File: config.mk
export PLATFORM = sky130hd
export DESIGN_NAME = ppgen_pipe
export DESIGN_NICKNAME = d
export VERILOG_FILES = /design/src/rtl/ppgen_pipe.sv
export SDC_FILE = /design/constraint.sdc
export NUM_CORES = 1
export LEC_CHECK = 0
export CAP_MARGIN = 0
export CORE_UTILIZATION = 52
export DETAILED_ROUTE_END_ITERATION = 7
export PLACE_DENSITY = 0.93
export SLEW_MARGIN = 15
export SYNTH_ARGS = -nofsm -noshare
export SYNTH_HDL_FRONTEND = slang
export SYNTH_SLANG_ARGS = --single-unit
export TNS_END_PERCENT = 1
File: constraint.sdc
create_clock -name clk -period 1.6 [get_ports clk]
set_input_delay 0.32 -clock clk [delete_from_list [all_inputs] [get_ports clk]]
set_output_delay 0.32 -clock clk [all_outputs]
set_load 0.02 [all_outputs]
File: src/rtl/ppgen_pipe.sv
// Registered 12x12 AND-array partial-product generator with a 2-entry skid
// output stage, sideband tag, zero-operand flag and output-transfer counter.
module ppgen_pipe #(
    parameter int unsigned W     = 12,
    parameter int unsigned TAG_W = 4,
    parameter int unsigned CNT_W = 16
) (
    input  logic               clk,
    input  logic               rst_n,
    input  logic               in_valid,
    output logic               in_ready,
    input  logic [W-1:0]       in_a,
    input  logic [W-1:0]       in_b,
    input  logic [TAG_W-1:0]   in_tag,
    output logic               out_valid,
    input  logic               out_ready,
    output logic [W*W-1:0]     out_pp,
    output logic [TAG_W-1:0]   out_tag,
    output logic               out_zero,
    output logic [CNT_W-1:0]   xfer_cnt
);

    localparam int unsigned PP_W = W * W;

    // Row i holds a masked by b[i]; bit j of row i has weight i+j.
    function automatic logic [PP_W-1:0] and_array(input logic [W-1:0] a,
                                                  input logic [W-1:0] b);
        logic [PP_W-1:0] r;
        r = '0;
        for (int i = 0; i < int'(W); i++) begin
            for (int j = 0; j < int'(W); j++) begin
                r[W*i+j] = a[j] & b[i];
            end
        end
        return r;
    endfunction

    // Main (output) register
    logic              main_valid_q, main_valid_d;
    logic [PP_W-1:0]   main_pp_q,    main_pp_d;
    logic [TAG_W-1:0]  main_tag_q,   main_tag_d;
    logic              main_zero_q,  main_zero_d;

    // Skid entry keeps raw operands; the pp is formed when it moves to main
    logic              skid_valid_q, skid_valid_d;
    logic [W-1:0]      skid_a_q,     skid_a_d;
    logic [W-1:0]      skid_b_q,     skid_b_d;
    logic [TAG_W-1:0]  skid_tag_q,   skid_tag_d;

    logic              in_ready_q,   in_ready_d;
    logic [CNT_W-1:0]  cnt_q,        cnt_d;

    logic              in_acc;
    logic              out_xfer;
    logic              main_free;

    // Next-state: load main from skid first (FIFO order), else from input
    always_comb begin
        main_valid_d = main_valid_q;
        main_pp_d    = main_pp_q;
        main_tag_d   = main_tag_q;
        main_zero_d  = main_zero_q;
        skid_valid_d = skid_valid_q;
        skid_a_d     = skid_a_q;
        skid_b_d     = skid_b_q;
        skid_tag_d   = skid_tag_q;
        cnt_d        = cnt_q;

        in_acc    = in_valid & in_ready_q;
        out_xfer  = main_valid_q & out_ready;
        main_free = ~main_valid_q | out_ready;

        if (main_free) begin
            if (skid_valid_q) begin
                main_valid_d = 1'b1;
                main_pp_d    = and_array(skid_a_q, skid_b_q);
                main_tag_d   = skid_tag_q;
                main_zero_d  = (skid_a_q == '0) | (skid_b_q == '0);
                skid_valid_d = in_acc;
                if (in_acc) begin
                    skid_a_d   = in_a;
                    skid_b_d   = in_b;
                    skid_tag_d = in_tag;
                end
            end else if (in_acc) begin
                main_valid_d = 1'b1;
                main_pp_d    = and_array(in_a, in_b);
                main_tag_d   = in_tag;
                main_zero_d  = (in_a == '0) | (in_b == '0);
            end else begin
                main_valid_d = 1'b0;
            end
        end else if (in_acc) begin
            skid_valid_d = 1'b1;
            skid_a_d     = in_a;
            skid_b_d     = in_b;
            skid_tag_d   = in_tag;
        end

        in_ready_d = ~skid_valid_d;

        if (out_xfer) begin
            cnt_d = cnt_q + CNT_W'(1);
        end
    end

    // State registers with synchronous active-low reset
    always_ff @(posedge clk) begin
        if (!rst_n) begin
            main_valid_q <= 1'b0;
            main_pp_q    <= '0;
            main_tag_q   <= '0;
            main_zero_q  <= 1'b0;
            skid_valid_q <= 1'b0;
            skid_a_q     <= '0;
            skid_b_q     <= '0;
            skid_tag_q   <= '0;
            in_ready_q   <= 1'b1;
            cnt_q        <= '0;
        end else begin
            main_valid_q <= main_valid_d;
            main_pp_q    <= main_pp_d;
            main_tag_q   <= main_tag_d;
            main_zero_q  <= main_zero_d;
            skid_valid_q <= skid_valid_d;
            skid_a_q     <= skid_a_d;
            skid_b_q     <= skid_b_d;
            skid_tag_q   <= skid_tag_d;
            in_ready_q   <= in_ready_d;
            cnt_q        <= cnt_d;
        end
    end

    assign in_ready  = in_ready_q;
    assign out_valid = main_valid_q;
    assign out_pp    = main_pp_q;
    assign out_tag   = main_tag_q;
    assign out_zero  = main_zero_q;
    assign xfer_cnt  = cnt_q;

endmodule
==> results by group <==
CTS
  – Reg clk slew, reported paths: around 0.07 ns
  – CTS Buf Count: 17
  – # hold bufs at CTS: 0
  – Clock root buffer: clkbuf_16
  – Clk buf depth: 2
  – Clk_lat worst skew: 0.45 ns
  – CTS tree: built
  – Clock net sink count: approximately 200
  – H-tree Lvls: 4

Yosys
  – Synthesized area per cell: 8.94 µm²
  – Distinct cells, synth: 33
  – Sequential fraction of the synthesis area: 39.8%
  – Mapped Area: 9860 µm²
  – Post-Synthesis Cells: 1,103
  – Net Count, Synth: about 1,100
  – Yosys warns: 0
  – Post-synthesis register bit count: ~200

Detailed routing
  – Vias/cell: ~6.6
  – Drc violations: 1
  – Pre-antenna DRT Iters: 8
  – Vias: ~10,000
  – First-iteration detailed-routing DRC count: between 1,000 and 1,500
  – Metal2 WL: 15,000 µm
  – Met3 wire length: 4340 µm
  – Uppermost layer routed: met4
  – Routed wire per std cell: 21.9 µm
  – Final antenna-violating net count: 0
  – Metal-1 WL: 12,000 µm
  – DRT Wirelength: 33,300 µm

Floorplanning
  – Io pins: 199
  – Core ar.: about 18,000 µm²
  – Horiz. Die Dim: 140 µm
  – DIE HEIGHT: 140 µm
  – Die area: between 15,000 and 20,000 µm²
  – Initial core utilization: roughly 54%
  – Cell row count: 49

Critical path
  – Setup crit start: out_ready
  – WP data arrival: just under 2 ns
  – R2R Path Start: out_valid
  – Worst setup path endpoint: out_pp[112]
  – Worst Reg2Reg Path Length in Cells: 6
  – Worst EP required: 1.96 ns
  – CP Class: in2reg
  – Setup crit start kind: primary input
  – FF-to-FF End: out_pp[112]
  – Crit-path max FO: 32
  – CP endpoint kind: register
  – R2r setup slk: about 0.040 ns

Global routing
  – Grt ovf: 0
  – Gr usage total: 33.8%
  – Global-route wire length before repair: 51,800 µm
  – Largest net degree at the start of global routing: 89
  – Vias in the first global route: 9,792
  – Initial antenna violation count: 0

Timing
  – PnR worst setup slack: about 0.0042 ns
  – Hold Fails Final Rpt: 0
  – Final min period: 1.60 ns
  – Pins Over Slew Limit: 0
  – Final setup viols: 0
  – RSZ-0062 raised after global routing: true
  – Final cycle utilization of the critical path: 99.7%
  – Achievable Freq: 627 MHz
  – Worst-Margin Slew: 0.834 ns
  – Clock skew: roughly 0.0094 ns
  – Relative slew slack: between 40% and 50%

Hold path
  – Hold path depth: 2
  – Hold Path Origin: skid_tag_q[2]
  – Hold crit path type: reg2reg

Finish
  – Syn-to-layout area delta: 30.1%
  – Diode count: 0
  – # fillers: 1,275
  – Most frequent cells in the layout: dfxtp_1 (190), dlygate4sd2_1 (167), nor2_1 (159)
  – Layout Cells excl Fill: around 1,500
  – Commonest non-fill, non-tap cell in the layout: dfxtp_1
  – Share of cells above drive strength 1: about 23%
  – Nets: 1,312

Placement
  – Port buffer count: 198
  – RePlAce Congestion: 0.889
  – DP HPWL: ~22,000 µm
  – Dpl ws: -0.399 ns
  – Placed Cells: 1,488

Power
  – Worst vdd ir: 0.893 mV
  – Leak: between 5 and 6 nW
  – Power per cell area: 998 nW/µm²
  – Total power: about 13 mW

Outcome
  – Status: finished, violations left
  – Failing checks: design-rule violations

Flow run
  – Maxcap violations: 0
flip-flops by register name, indices dropped and copies added, names as in the netlist:
register / count
in_ready: 1
out_zero: 1
out_tag: 4
xfer_cnt: 16
out_pp: 144
skid_b_q: 12
skid_tag_q: 4
out_valid: 1
skid_valid_q: 1
skid_a_q: 12
worst max-delay path: stages:
cell	delay, ns
clkdlybuf4s50_1	0.49
nand2b_2	0.16
a21boi_4	0.22
buf_12	0.21
buf_12	0.22
nor2_1	0.08
a211oi_2	0.23
layout make-up:
class                      count  area, µm²  share of cell area [%]
inverter                       4       25.0                   0.195
clock buffer                  19        443                    3.45
clock inverter                12        155                    1.21
tap                          229        287                    2.23
multi-input combinational    762       5180                    40.4
sequential                   196       3940                    30.7
timing repair buffer         298       2790                    21.8
stage by stage:
| stage | setup TNS (ns) | utilization [%] | area (µm²) | hold WS [ns] |
|---|---|---|---|---|
| 4_1_cts | -0.0629 | 70.1 | 12800 | 0.467 |
| 3_3_place_gp | -47.41 | 67.9 | 12400 | 0.442 |
| 6_report | 0 | 70.2 | 12800 | 0.477 |
| 3_5_place_dp | -57.27 | 67.9 | 12400 | 0.458 |
| 5_1_grt | -0.0360 | 70.2 | 12800 | 0.498 |
| 2_1_floorplan | 0 | - | 9860 | 0.436 |
timing repair:
item,in CTS,in global routing
setup buffers,0,1
cloned,0,0
pin swaps,0,3
endpoints found under the setup margin,170,9
gates resized for setup,168,7
metal layers:
metal | vias up | global-route usage (%)
li1 | 4397 | -
met5 | - | 0
met3 | 199 | 10.0
met4 | 0 | 20.2
met1 | 4676 | 41.4
met2 | 800 | 52.5
Yosys cell counts, drive strengths merged:
master / number / area, µm²
xor2: 7 / 61.3
a21oi: 32 / 160
mux2i: 7 / 70.1
nor3: 2 / 10.0
nand4: 6 / 37.5
a31oi: 145 / 907
and4: 2 / 17.5
nand3: 12 / 65.1
a21o: 1 / 7.51
inv: 4 / 15.0
clkbuf: 91 / 342
nor3b: 1 / 12.5
nor4: 13 / 96.3
nand2b: 4 / 27.5
or3: 2 / 12.5
nor2: 159 / 597
a211oi: 148 / 1850
and2: 1 / 6.26
o2111a: 1 / 11.3
xnor2: 3 / 26.3
ha: 1 / 12.5
a21boi: 1 / 18.8
dfxtp: 196 / 3920
o21ai: 3 / 15.0
and3: 145 / 907
nand2: 66 / 248
buf: 50 / 402
logic make-up after synthesis:
group                      after synthesis  share of synthesized area (%)
DFF                                    196                           39.8
and+or+nand+nor                        413                           20.7
AOI/OAI and AO/OA                      331                           30.1
adders and majority gates                1                          0.127
xor gates and xnor gates                10                          0.888
buffers and inverters                  145                           7.69
muxes                                    7                          0.711
worst min path at each step:
stage                          to  slack, ns
floorplan           skid_tag_q[0]       0.44
global placement    skid_tag_q[3]       0.44
detailed placement  skid_tag_q[2]       0.46
CTS                 skid_tag_q[2]       0.47
global route        skid_tag_q[3]       0.50
finish              skid_tag_q[2]       0.48
report_power, final:
part           total, mW  internal [mW]  switching (mW)  leakage, nW
clock network       4.41           2.50            1.92        0.290
registers           5.52           5.24           0.278         1.62
logic               2.87           1.10            1.77         3.82
total               12.8           8.84            3.96         5.73
No activity file was read; power rests on OpenSTA's default activity.
